[config.mk]
export PLATFORM = sky130hd
export DESIGN_NAME = keypad_event_queue
export DESIGN_NICKNAME = d
export VERILOG_FILES = /design/src/rtl/keypad_pkg.sv /design/src/rtl/keypad_key_fifo.sv /design/src/rtl/keypad_event_queue.sv
export SDC_FILE = /design/constraint.sdc
export NUM_CORES = 1
export LEC_CHECK = 0
export CORE_MARGIN = 3
export CORE_UTILIZATION = 49
export DETAILED_ROUTE_END_ITERATION = 12
export GPL_TIMING_DRIVEN = 1
export PLACE_DENSITY = 0.74
export SYNTH_ARGS = -nofsm -noshare
export SYNTH_HDL_FRONTEND = slang
export SYNTH_SLANG_ARGS = --single-unit
export TNS_END_PERCENT = 100
[constraint.sdc]
create_clock -name i_Clock -period 4.2 [get_ports i_Clock]
set_input_delay 0.63 -clock i_Clock [delete_from_list [all_inputs] [get_ports i_Clock]]
set_output_delay 0.63 -clock i_Clock [all_outputs]
set_load 0.01 [all_outputs]
[src/rtl/keypad_pkg.sv]
//==============================================================================
// keypad_pkg -- key codes, bit-to-code map, decode function, FSM encoding.
// Rev 1.0
//==============================================================================
`default_nettype none

package keypad_pkg;

    localparam int KEY_W = 4;

    localparam logic [KEY_W-1:0] KEY_0 = 4'h0;
    localparam logic [KEY_W-1:0] KEY_1 = 4'h1;
    localparam logic [KEY_W-1:0] KEY_2 = 4'h2;
    localparam logic [KEY_W-1:0] KEY_3 = 4'h3;
    localparam logic [KEY_W-1:0] KEY_4 = 4'h4;
    localparam logic [KEY_W-1:0] KEY_5 = 4'h5;
    localparam logic [KEY_W-1:0] KEY_6 = 4'h6;
    localparam logic [KEY_W-1:0] KEY_7 = 4'h7;
    localparam logic [KEY_W-1:0] KEY_8 = 4'h8;
    localparam logic [KEY_W-1:0] KEY_9 = 4'h9;
    localparam logic [KEY_W-1:0] KEY_A = 4'hA;
    localparam logic [KEY_W-1:0] KEY_B = 4'hB;
    localparam logic [KEY_W-1:0] KEY_C = 4'hC;
    localparam logic [KEY_W-1:0] KEY_D = 4'hD;
    localparam logic [KEY_W-1:0] KEY_E = 4'hE;
    localparam logic [KEY_W-1:0] KEY_F = 4'hF;

    localparam logic [1:0] ST_WAIT_TIMER = 2'd0;
    localparam logic [1:0] ST_REQUEST    = 2'd1;
    localparam logic [1:0] ST_WAIT_DATA  = 2'd2;
    localparam logic [1:0] ST_EVALUATE   = 2'd3;

    typedef struct packed {
        logic             pressed;
        logic [KEY_W-1:0] code;
    } key_evt_t;

    function automatic logic [KEY_W-1:0] bit_to_code(input logic [3:0] idx);
        logic [KEY_W-1:0] code;
        case (idx)
            4'd15:   code = KEY_1;
            4'd14:   code = KEY_4;
            4'd13:   code = KEY_7;
            4'd12:   code = KEY_0;
            4'd11:   code = KEY_2;
            4'd10:   code = KEY_5;
            4'd9:    code = KEY_8;
            4'd8:    code = KEY_F;
            4'd7:    code = KEY_3;
            4'd6:    code = KEY_6;
            4'd5:    code = KEY_9;
            4'd4:    code = KEY_E;
            4'd3:    code = KEY_A;
            4'd2:    code = KEY_B;
            4'd1:    code = KEY_C;
            default: code = KEY_D;
        endcase
        return code;
    endfunction

    // Ascending scan so the highest-index closed contact is the one that sticks.
    function automatic key_evt_t keypad_decode(input logic [15:0] state);
        key_evt_t evt;
        evt = '0;
        for (int i = 0; i < 16; i++) begin
            if (!state[i]) begin
                evt.pressed = 1'b1;
                evt.code    = bit_to_code(4'(i));
            end
        end
        return evt;
    endfunction

endpackage

`default_nettype wire

[src/rtl/keypad_key_fifo.sv]
//==============================================================================
// keypad_key_fifo -- first-word fall-through sync FIFO with count and sticky overflow.
// Rev 1.0
//==============================================================================
`default_nettype none

module keypad_key_fifo #(
    parameter int WIDTH = 4,
    parameter int DEPTH = 8
) (
    input  logic                       clk,
    input  logic                       rst_n,
    input  logic                       push,
    input  logic [WIDTH-1:0]           push_data,
    input  logic                       pop,
    input  logic                       clear_overflow,
    output logic [WIDTH-1:0]           rd_data,
    output logic                       valid,
    output logic [$clog2(DEPTH):0]     count,
    output logic                       overflow
);

    localparam int PTR_W = $clog2(DEPTH);
    localparam int CNT_W = PTR_W + 1;

    logic [WIDTH-1:0] mem [DEPTH];
    logic [PTR_W-1:0] wr_ptr;
    logic [PTR_W-1:0] rd_ptr;
    logic             full;
    logic             do_pop;
    logic             do_push;

    assign full    = (count == CNT_W'(DEPTH));
    assign do_pop  = pop && (count != '0);
    // A full FIFO still accepts a push when a pop frees a slot in the same cycle.
    assign do_push = push && (!full || do_pop);
    assign rd_data = mem[rd_ptr];
    assign valid   = (count != '0);

    always_ff @(posedge clk or negedge rst_n) begin
        if (!rst_n) begin
            for (int i = 0; i < DEPTH; i++) begin
                mem[i] <= '0;
            end
            wr_ptr   <= '0;
            rd_ptr   <= '0;
            count    <= '0;
            overflow <= 1'b0;
        end else begin
            if (do_push) begin
                mem[wr_ptr] <= push_data;
                wr_ptr      <= wr_ptr + PTR_W'(1);
            end
            if (do_pop) begin
                rd_ptr <= rd_ptr + PTR_W'(1);
            end
            case ({do_push, do_pop})
                2'b10:   count <= count + CNT_W'(1);
                2'b01:   count <= count - CNT_W'(1);
                default: count <= count;
            endcase
            if (push && !do_push) begin
                overflow <= 1'b1;
            end else if (clear_overflow) begin
                overflow <= 1'b0;
            end
        end
    end

endmodule

`default_nettype wire

[src/rtl/keypad_event_queue.sv]
//==============================================================================
// keypad_event_queue -- periodic scan requests, debounce, and queue of pressed key codes.
// Rev 1.0
//==============================================================================
`default_nettype none

module keypad_event_queue
    import keypad_pkg::*;
#(
    parameter int SCAN_PERIOD    = 100000,
    parameter int DATA_TIMEOUT   = 8192,
    parameter int DEBOUNCE_SCANS = 3,
    parameter int FIFO_DEPTH     = 8
) (
    input  logic                          i_Clock,
    input  logic                          i_Rst_L,
    output logic                          o_Read,
    input  logic [15:0]                   i_Keypad_State,
    input  logic                          i_Keypad_DV,
    output logic [KEY_W-1:0]              o_Key,
    output logic                          o_Key_Valid,
    input  logic                          i_Key_Ready,
    output logic                          o_Key_Held,
    output logic [$clog2(FIFO_DEPTH):0]   o_Fifo_Count,
    output logic                          o_Overflow,
    input  logic                          i_Clear_Overflow
);

    localparam int TIMER_MAX = (SCAN_PERIOD > DATA_TIMEOUT) ? SCAN_PERIOD : DATA_TIMEOUT;
    localparam int TIMER_W   = $clog2(TIMER_MAX + 1);

    logic [1:0]         state;
    logic [TIMER_W-1:0] timer;
    logic               dv_q;
    logic [15:0]        scan_data;
    key_evt_t           last_cand;
    key_evt_t           deb;
    logic [3:0]         deb_cnt;

    key_evt_t           cand;
    logic [3:0]         cnt_next;
    logic               accept;
    logic               push;
    logic               dv_rise;

    assign cand    = keypad_decode(scan_data);
    assign dv_rise = i_Keypad_DV && !dv_q;

    always_comb begin
        cnt_next = 4'd1;
        if (cand == last_cand) begin
            cnt_next = (deb_cnt >= 4'(DEBOUNCE_SCANS)) ? 4'(DEBOUNCE_SCANS) : deb_cnt + 4'd1;
        end
    end

    assign accept     = (state == ST_EVALUATE) && (cnt_next == 4'(DEBOUNCE_SCANS)) && (cand != deb);
    assign push       = accept && cand.pressed;
    assign o_Read     = (state == ST_REQUEST);
    assign o_Key_Held = deb.pressed;

    always_ff @(posedge i_Clock or negedge i_Rst_L) begin
        if (!i_Rst_L) begin
            state     <= ST_WAIT_TIMER;
            timer     <= '0;
            dv_q      <= 1'b0;
            scan_data <= 16'hFFFF;
            last_cand <= '0;
            deb       <= '0;
            deb_cnt   <= 4'd0;
        end else begin
            dv_q <= i_Keypad_DV;
            case (state)
                ST_WAIT_TIMER: begin
                    if (timer == TIMER_W'(SCAN_PERIOD - 1)) begin
                        timer <= '0;
                        state <= ST_REQUEST;
                    end else begin
                        timer <= timer + TIMER_W'(1);
                    end
                end
                ST_REQUEST: begin
                    // The request cycle counts toward the data timeout.
                    timer <= TIMER_W'(1);
                    state <= ST_WAIT_DATA;
                end
                ST_WAIT_DATA: begin
                    if (dv_rise) begin
                        scan_data <= i_Keypad_State;
                        state     <= ST_EVALUATE;
                    end else if (timer == TIMER_W'(DATA_TIMEOUT - 1)) begin
                        timer <= '0;
                        state <= ST_WAIT_TIMER;
                    end else begin
                        timer <= timer + TIMER_W'(1);
                    end
                end
                default: begin
                    last_cand <= cand;
                    deb_cnt   <= cnt_next;
                    if (accept) begin
                        deb <= cand;
                    end
                    timer <= '0;
                    state <= ST_WAIT_TIMER;
                end
            endcase
        end
    end

    keypad_key_fifo #(
        .WIDTH (KEY_W),
        .DEPTH (FIFO_DEPTH)
    ) u_fifo (
        .clk            (i_Clock),
        .rst_n          (i_Rst_L),
        .push           (push),
        .push_data      (cand.code),
        .pop            (i_Key_Ready),
        .clear_overflow (i_Clear_Overflow),
        .rd_data        (o_Key),
        .valid          (o_Key_Valid),
        .count          (o_Fifo_Count),
        .overflow       (o_Overflow)
    );

endmodule

`default_nettype wire

==> Word level (Yosys, flattened, before mapping) <==
Cells that the tools add are included.
{ "word_totals": {"ff_bits": 93, "input_bits": 21, "out_inout_bits": 12, "wordCells": 103} }
{ "op_classes": {"add_sub_neg": 6, "magnitude_cmp": 4, "eq_ne": 14, "n_mux": 35, "bitwise": 3, "n_reduce_logical": 20} }
{ "ops": {"columns": ["op", "count"], "rows": [
  ["5-bit two-way mux", 16],
  ["17-bit two-way mux", 3],
  ["17-bit case mux with 3 select lines", 1],
  ["32-bit bitwise mux", 1],
  ["4-bit two-way mux", 5],
  ["17-bit by 1-bit adder with 17-bit output, second input constant", 1],
  ["17-bit by 13-bit == test with 1-bit output, second input constant", 1],
  ["17-bit == test, second input constant", 1],
  ["4-bit binary-select mux with 3-bit select", 1],
  ["4-bit demux with 3-bit select", 1],
  ["4-bit by 1-bit adder with 4-bit output, second input constant", 2],
  ["4-bit >= comparator, second input constant", 2],
  ["1-bit logical AND", 8],
  ["3-bit inverter with 4-bit output", 2],
  ["4-bit case mux with 2 select lines", 1],
  ["3-bit by 1-bit adder with 3-bit output, second input constant", 2],
  ["2-bit == test, second input constant", 3],
  ["2-bit two-way mux", 3],
  ["2-bit case mux with 3 select lines", 1],
  ["2-bit AND reduction", 3],
  ["5-bit == test", 1],
  ["5-bit != test", 1],
  ["2-bit by 1-bit == test with 1-bit output, second input constant", 2],
  ["4-bit by 2-bit == test with 1-bit output, second input constant", 1],
  ["14 further kinds", 19]
]} }

==> Depth between registers and ports, before layout <==
Gate-level depths: netlist of the first run.
{ "depth": {"ltp_word": 26, "ltp_mapped": 16, "ltp_nobuf": 14} }

==> Modules after synthesis <==
A second synthesis of the first run with hierarchy kept.
{ "hier_totals": {"hier_cells": 411, "area_unflattened_um2": 4875.9} }
{ "modules_own_cells": {"columns": ["mod", "n_inst", "cells_per_inst", "area_each_um2", "seq_area_each_um2"], "rows": [
  ["keypad_event_queue", 1, 254, 2658.8, 1271.2],
  ["keypad_key_fifo", 1, 157, 2217.1, 1076.0]
]} }

==> Worst setup path after synthesis of the first run <==
Ideal clock, no wire load.
{ "synth_timing": {"kind": "reg2reg", "from": "register scan_data[13]", "to": "register u_fifo.count[3]", "setup_ns": 0.127, "arrival_time_ns": 3.108, "required_time_ns": 4.073, "slack_ns": 0.965, "stages_incl_launch_ff": 16, "path_buffers": 2, "period_less_slack_ns": 3.235, "path_cell_list": "dfstp_2 > buf_2 > o211ai_1 > a22o_1 > or3_1 > a211oi_2 > and4_1 > buf_6 > inv_4 > ha_1 > ha_1 > a21o_1 > a21oi_1 > xnor2_1 > nor2_1 > xor2_1"} }
{ "synth_between": {"elab_chain_cells": 12, "word_cells_on_any_way": 15, "cone_classes": "5 x eq/ne; 5 x mux; 5 x reduce/logical"} }
{ "synth_lines": {"columns": ["element", "line_no", "text"], "rows": [
  ["start: declaration", "keypad_event_queue.sv:35", "logic [15:0] scan_data;"],
  ["start signal: assignment", "keypad_event_queue.sv:88", "scan_data <= i_Keypad_State;"],
  ["5-bit two-way mux (*) (3 in series)", "keypad_pkg.sv:66", "if (!state[i]) begin"],
  ["5-bit == test", "keypad_event_queue.sv:51", "if (cand == last_cand) begin"],
  ["4-bit two-way mux", "keypad_event_queue.sv:51", null],
  ["4-bit by 2-bit == test with 1-bit output", "keypad_event_queue.sv:56", "assign accept = (state == ST_EVALUATE) && (cnt_next == 4'(DEBOUNCE_SCANS)) && (cand != deb);"],
  ["1-bit logical AND (2 in series)", "keypad_event_queue.sv:56", null],
  ["1-bit logical AND (*)", "keypad_event_queue.sv:57", "assign push = accept && cand.pressed;"],
  ["1-bit logical AND (*)", "keypad_key_fifo.sv:36", "assign do_push = push && (!full || do_pop);"],
  ["2-bit by 1-bit == test with 1-bit output / 2-bit == test (equally long branches)", "keypad_key_fifo.sv:57", "case ({do_push, do_pop})"],
  ["4-bit case mux with 2 select lines / 2-bit nonzero test (equally long branches)", null, null],
  ["end signal: assignment", "keypad_key_fifo.sv:58", "2'b10: count <= count + CNT_W'(1);"],
  ["end signal: assignment", "keypad_key_fifo.sv:59", "2'b01: count <= count - CNT_W'(1);"],
  ["end signal: assignment", "keypad_key_fifo.sv:60", "default: count <= count;"],
  ["end: declaration", "keypad_key_fifo.sv:19", "output logic [$clog2(DEPTH):0] count,"]
]} }
Mark *: on every way between the ends. The rest lies on a longest branch, timed or not.
A chain may end at the register's enable or synchronous reset.

==> Worst setup path in the final report of the first run <==
{ "layout_timing": {"from": "register scan_data[9]", "to": "register u_fifo.count[3]"} }
{ "layout_between": {"elab_chain_cells": 16, "word_cells_on_any_way": 19, "cone_classes": "5 x eq/ne; 9 x mux; 5 x reduce/logical"} }
{ "layout_lines": {"columns": ["element", "line_no"], "rows": [
  ["5-bit two-way mux (*) (7 in series)", "keypad_pkg.sv:66"],
  ["5-bit == test", "keypad_event_queue.sv:51"],
  ["4-bit two-way mux", "keypad_event_queue.sv:51"],
  ["4-bit by 2-bit == test with 1-bit output", "keypad_event_queue.sv:56"],
  ["1-bit logical AND (2 in series)", "keypad_event_queue.sv:56"],
  ["1-bit logical AND (*)", "keypad_event_queue.sv:57"],
  ["1-bit logical AND (*)", "keypad_key_fifo.sv:36"],
  ["2-bit by 1-bit == test with 1-bit output / 2-bit == test (equally long branches)", "keypad_key_fifo.sv:57"],
  ["4-bit case mux with 2 select lines / 2-bit nonzero test (equally long branches)", null]
]} }
Marked as above.

==> results of run 1 <==
[cells by family after synthesis]
kind of cell	count (synthesis)	synth area share, %
AND/OR/NAND/NOR	133	15.2
flip-flops	93	49.0
AO/OA/AOI/OAI	77	10.1
multiplexers	69	18.4
buffers and inverters	33	2.85
XOR/XNOR	12	2.19
adder cells (fa/ha/maj)	8	2.25
[cell usage in the layout (no fill, tap or decap), drive strengths merged, types with 8 or more instances in the layout]
cell type and count:
mux4 8, nand2b 12, clkdlybuf4s50 31, a21oi 12
o21ai 34, nor2 18, clkbuf 11, mux2 59
dfrtp 77, nand2 33, inv 16, dfstp 16
nor3 9, nand4 8, nand3 14
[flip-flops by register name, summed over array words and instances, names as in the netlist]
register / count
deb: 4
deb_cnt: 4
dv_q: 1
last_cand: 5
o_Key_Held: 1
scan_data: 16
state: 2
timer: 17
u_fifo.count: 4
u_fifo.mem: 32
u_fifo.overflow: 1
u_fifo.rd_ptr: 3
u_fifo.wr_ptr: 3
[critical path, stage by stage, from the launching register on]
cell and delay, ns:
dfstp_2 0.61, and3_1 0.17, a32oi_1 0.08, a31oi_1 0.75, xor2_1 0.15, a2111o_1 0.39
and4_1 0.25, inv_4 0.12, ha_1 0.20, ha_1 0.24, a21o_1 0.17, a21oi_1 0.18
xnor2_1 0.16, nor2_1 0.07, xor2_1 0.14
[synth_stat cells (2+ instances only)]
| cell type | number | area, um2 |
|---|---|---|
| a21o_1 | 3 | 22.5 |
| a21oi_1 | 12 | 60.1 |
| a31oi_1 | 5 | 31.3 |
| and2_1 | 7 | 43.8 |
| and3_1 | 5 | 31.3 |
| and4_1 | 2 | 17.5 |
| and4b_1 | 2 | 20.0 |
| buf_1 | 3 | 11.3 |
| buf_2 | 2 | 10.0 |
| clkbuf_1 | 12 | 45.0 |
| dfrtp_1 | 77 | 1930 |
| dfstp_2 | 16 | 420 |
| ha_1 | 7 | 87.6 |
| inv_1 | 14 | 52.6 |
| mux2_2 | 55 | 619 |
| mux2_4 | 4 | 60.1 |
| mux2i_1 | 2 | 20.0 |
| mux4_2 | 8 | 180 |
| nand2_1 | 32 | 120 |
| nand2b_1 | 12 | 75.1 |
| nand3_1 | 14 | 70.1 |
| nand3b_1 | 2 | 15.0 |
| nand4_1 | 8 | 50.1 |
| nor2_1 | 18 | 67.6 |
| nor2b_1 | 7 | 43.8 |
| nor3_1 | 9 | 45.0 |
| nor4_1 | 4 | 25.0 |
| nor4b_2 | 2 | 30.0 |
| o21ai_0 | 33 | 165 |
| o311a_1 | 2 | 20.0 |
| o31ai_1 | 7 | 52.6 |
| o41ai_1 | 2 | 17.5 |
| or3_1 | 4 | 25.0 |
| xnor2_1 | 7 | 61.3 |
| xor2_1 | 5 | 43.8 |
[cell type report]
cell class | count | area share, %
sequential | 93 | 43.3
timing repair buffer | 35 | 6.28
clock inverter | 5 | 1.09
inverter | 15 | 1.09
tap | 129 | 2.98
multi-input combinational | 299 | 42.6
clock buffer | 11 | 2.61
[worst max-delay path by stage]
stage	from	to	slack [ns]	cells past startpoint
after global routing	scan_data[15]	u_fifo.count[3]	0.11	14
final	scan_data[9]	u_fifo.count[3]	0.38	14
after detailed placement	scan_data[15]	u_fifo.count[3]	0.42	14
after CTS	scan_data[9]	u_fifo.count[3]	0.39	14
after global placement	scan_data[15]	u_fifo.count[3]	0.55	14
after floorplan	scan_data[13]	u_fifo.count[3]	0.96	15
[power by group]
group,switching (mW),internal (mW),total [mW]
combinational,0.440,0.420,0.860
clock,0.316,0.293,0.609
sequential,0.275,1.14,1.41
[layer usage]
metal  vias to the layer above  global-route usage, %
met2                        57                   27.8
met1                      1666                   25.3
li1                       1604                      -
met4                         0                   6.37
met3                        14                   2.22
met5                         -                      0
==> impl_metrics.json, run 1 <==
{
  "cp.required_ns": 4.44,
  "skew_ns": 0.0143,
  "post-route-period-util_pct": 91.0,
  "start_util_pct": 51.1,
  "rsz0062_at_grt": "false",
  "place_area_um2": 5220,
  "startpoint_type": "flip-flop",
  "cts_hold_buf": 0,
  "tns_ns": 0,
  "track_usage_pct": 17.7,
  "drt_wl_total_mm": 9.21,
  "grt_pass1_wl_mm": 16.1,
  "tightest_slew_ns": 0.953,
  "topRoutingLayerUsed": "met4",
  "wl_per_cell_um": 15.7,
  "drc": 0,
  "crit_arrival_ns": 4.06,
  "vias": 3341,
  "core_area_um2": 9370,
  "yosysSeqAreaShare_pct": 49.0,
  "fmax_ghz": 0.262,
  "total_power_mw": 2.88,
  "multi_input_area_um2": 2310,
  "fill_cells": 839,
  "seq_area_um2": 2350,
  "synth_cells": 425,
  "antenna_left": 0,
  "synth_warnings": 0,
  "gr-total-overflow": 0,
  "synth_cell_type_count": 56,
  "dp_hpwl_mm": 6.45,
  "cts_tree": "yes",
  "rr_endpoint": "u_fifo.count[3]",
  "synthFlopType": "dfrtp_1",
  "fin_util_pct": 57.8,
  "finalNonFillerCells": 587,
  "clock_latency_ns": 0.36,
  "drt_iter0_drc": 157,
  "fin_area_um2": 5420,
  "drive_gt1_share_pct": 24.2,
  "place_congestion": 0.922,
  "hold_path_class": "in -> async",
  "finalCriticalPeriod_ns": 3.82,
  "drt_pre_antenna_iters": 4,
  "place_ws_ns": 0.419,
  "ys_async_sr_fraction_pct": 100,
  "holdWs_ns": 0.361,
  "antenna_found_initial": 0,
  "rows": 35,
  "cap_violations": 0,
  "powerDensity_nw_per_um2": 532,
  "peakVddDrop_v": 0.000278,
  "grt_pass1_vias": 3310,
  "cts_setup_buffers": 0,
  "clkTransAtPathRegs_ns": 0.09,
  "rr_startpoint": "scan_data[9]",
  "io_buffers": 32,
  "dr_wl_met2_mm": 4.32,
  "clock-sinks": 93,
  "final-setup-viol-count": 0,
  "syn2layout_area_growth_pct": 13.1,
  "nNetsFinal": 482,
  "route.met3.wl_um": 244,
  "die_w_um": 105,
  "p_leak_nw": 2.35,
  "io_pins": 33,
  "dieArea_um2": 11000,
  "slew_violations": 0,
  "synth_enable_flop_cells": 0,
  "n_antenna_cell": 0,
  "crit_type": "reg -> reg",
  "die_y_um": 105,
  "wirelength_met1_mm": 4.49,
  "outcome": "completed",
  "clk_path_buf_depth": 2,
  "r2r_slack_ns": 0.38,
  "cts_made_buffers": 9,
  "postSynthAreaPerCell_um2": 11.3,
  "synthesis.nets": 454,
  "setup_ws_ns": 0.380,
  "dp.cells": 571,
  "ctsRootBufferMaster": "clkbuf_8",
  "finalHoldViolations": 0,
  "worst-path-max-fanout": 11,
  "slew_headroom_pct": 36.1,
  "h-tree-depth": 3,
  "synth_area_um2": 4790,
  "ys_ff_latch": 93,
  "grt_max_degree": 70,
  "via_per_inst": 5.69,
  "end_kind": "flip-flop",
  "postCtsResizedCells": 0,
  "ff2ff_path_depth": 14
}
Note: power is estimated with default switching activity, not from simulation.
==> run 2: changes to the inputs <==
--- a/config.mk
+++ b/config.mk
@@ -5,6 +5,8 @@
 export SDC_FILE = /design/constraint.sdc
 export NUM_CORES = 1
 export LEC_CHECK = 0
+export ABC_AREA = 0
+export CORE_ASPECT_RATIO = 1.2
 export CORE_MARGIN = 3
 export CORE_UTILIZATION = 49
 export DETAILED_ROUTE_END_ITERATION = 12
==> impl_metrics.json, run 2 (synthesized netlist as in run 1, its figures left out) <==
{
  "outcome": "completed",
  "cpPeakStageDelay_ns": 0.62,
  "slew_headroom_pct": 41.9,
  "p_leak_nw": 2.37,
  "fmax_ghz": 0.272,
  "wirelength_met1_mm": 4.19,
  "final-setup-viol-count": 0,
  "finalHoldViolations": 0,
  "n_antenna_cell": 0,
  "cp_slowest_cell": "dfstp_2",
  "clkTransAtPathRegs_ns": 0.10,
  "h-tree-depth": 3,
  "track_usage_pct": 18.3,
  "end_kind": "flip-flop",
  "rows": 38,
  "cts_setup_buffers": 0,
  "tns_ns": 0,
  "drive_gt1_share_pct": 24.6,
  "worst-path-max-fanout": 11,
  "postCtsResizedCells": 0,
  "post-route-period-util_pct": 87.7,
  "largest_reg_flops": 32,
  "drt_iter0_drc": 143,
  "die_w_um": 96.3,
  "drt_pre_antenna_iters": 4,
  "hold_path_class": "in -> async",
  "vias": 3309,
  "cap_violations": 0,
  "clock_latency_ns": 0.37,
  "wl_per_cell_um": 16.0,
  "tightest_slew_ns": 0.872,
  "grt_max_degree": 70,
  "slew_violations": 0,
  "cts_hold_buf": 0,
  "route.met3.wl_um": 468,
  "antenna_found_initial": 0,
  "peakVddDrop_v": 0.000287,
  "start_util_pct": 51.7,
  "io_buffers": 32,
  "top_regs": "u_fifo.mem (32), timer (17), scan_data (16)",
  "final_common_cell": "dfrtp_1",
  "ctsRootBufferMaster": "clkbuf_8",
  "drt_wl_total_mm": 9.24,
  "core_area_um2": 9270,
  "die_y_um": 114,
  "drc": 0,
  "clock-sinks": 93,
  "final_cell_mix": "dfrtp_1, mux2_2, o21ai_0",
  "cp.required_ns": 4.45,
  "crit_arrival_ns": 3.93,
  "io_pins": 33,
  "powerDensity_nw_per_um2": 531,
  "gr-total-overflow": 0,
  "nNetsFinal": 483,
  "total_power_mw": 2.88,
  "antenna_left": 0,
  "syn2layout_area_growth_pct": 13.1,
  "crit_type": "reg -> reg",
  "grt_pass1_wl_mm": 15.6,
  "dr_wl_met2_mm": 4.51,
  "dieArea_um2": 11000,
  "skew_ns": 0.0138,
  "via_per_inst": 5.72,
  "startpoint_type": "flip-flop",
  "grt_pass1_vias": 3191,
  "cts_tree": "yes",
  "topRoutingLayerUsed": "met4",
  "clk_path_buf_depth": 2,
  "place_congestion": 0.804,
  "largest_register": "u_fifo.mem",
  "dp_hpwl_mm": 6.52,
  "crit_path_cell_trace": "nand2_1, a21o_1, a31oi_1, xor2_1, a2111o_1, and4_1, inv_4, ha_1, ha_1, a21o_1, a21oi_1, xnor2_1, nor2_1, xor2_1",
  "finalCriticalPeriod_ns": 3.68,
  "r2r_slack_ns": 0.52,
  "cts_made_buffers": 9,
  "rsz0062_at_grt": "false"
}
## run 2: cell count changes in the layout (fill, tap and decap cells not counted)
cell        previous run  this run
clkbuf_8              10         9
clkbuf_1               1         0
clkinvlp_4             2         0
clkinv_4               0         1
inv_6                  1         4
buf_4                  4         5
## run 2: through the flow
stage	hold slack [ns]	util (%)	setup WS [ns]	std cells	instance area [um2]
2_1_floorplan	0.334	-	0.965	425	4790
3_3_place_gp	0.467	56.2	0.657	563	5210
6_report	0.354	58.4	0.519	579	5420
3_5_place_dp	0.470	56.2	0.544	563	5210
5_1_grt	0.436	58.4	0.176	579	5420
4_1_cts	0.397	58.4	0.522	579	5420
## run 2: where the power goes
group,total [mW],internal [mW],switching (mW)
clock,0.620,0.284,0.337
combinational,0.846,0.420,0.426
sequential,1.41,1.14,0.272
total,2.88,1.84,1.04
## run 2: cell type report
class	instances	area, um2
Fill cell	782	3860
Sequential cell	93	2350
Multi-Input combinational cell	299	2310
Timing Repair Buffer	36	348
Tap cell	120	150
Clock buffer	9	124
Clock inverter	7	78.8
Inverter	15	58.8
## run 2: final timing paths
kind                               startpoint  cells after the start               to
worst max register to register  scan_data[15]                     14  u_fifo.count[3]
min in group i_Clock               deb_cnt[2]                      1       deb_cnt[2]
worst min register to register     deb_cnt[2]                      1       deb_cnt[2]
worst min-delay path                  i_Rst_L                      1   u_fifo.mem[24]
max in group asynchronous             i_Rst_L                      2    scan_data[11]
worst max-delay path            scan_data[15]                     14  u_fifo.count[3]
## run 2: per-layer routing
metal | track usage (%) | up-vias
met3 | 3.48 | 7
met4 | 6.83 | 0
met5 | 0 | -
met2 | 28.4 | 75
li1 | - | 1605
met1 | 25.3 | 1622
## run 2: critical path: cells and delay by family (launching register included)
| kind | cells | cell delay [ns] |
|---|---|---|
| DFF | 1 | 0.62 |
| AOI/OAI and AO/OA | 5 | 1.53 |
| buffers and inverters | 1 | 0.13 |
| adders and majority gates | 2 | 0.43 |
| and+or+nand+nor | 3 | 0.44 |
| xor gates and xnor gates | 3 | 0.41 |
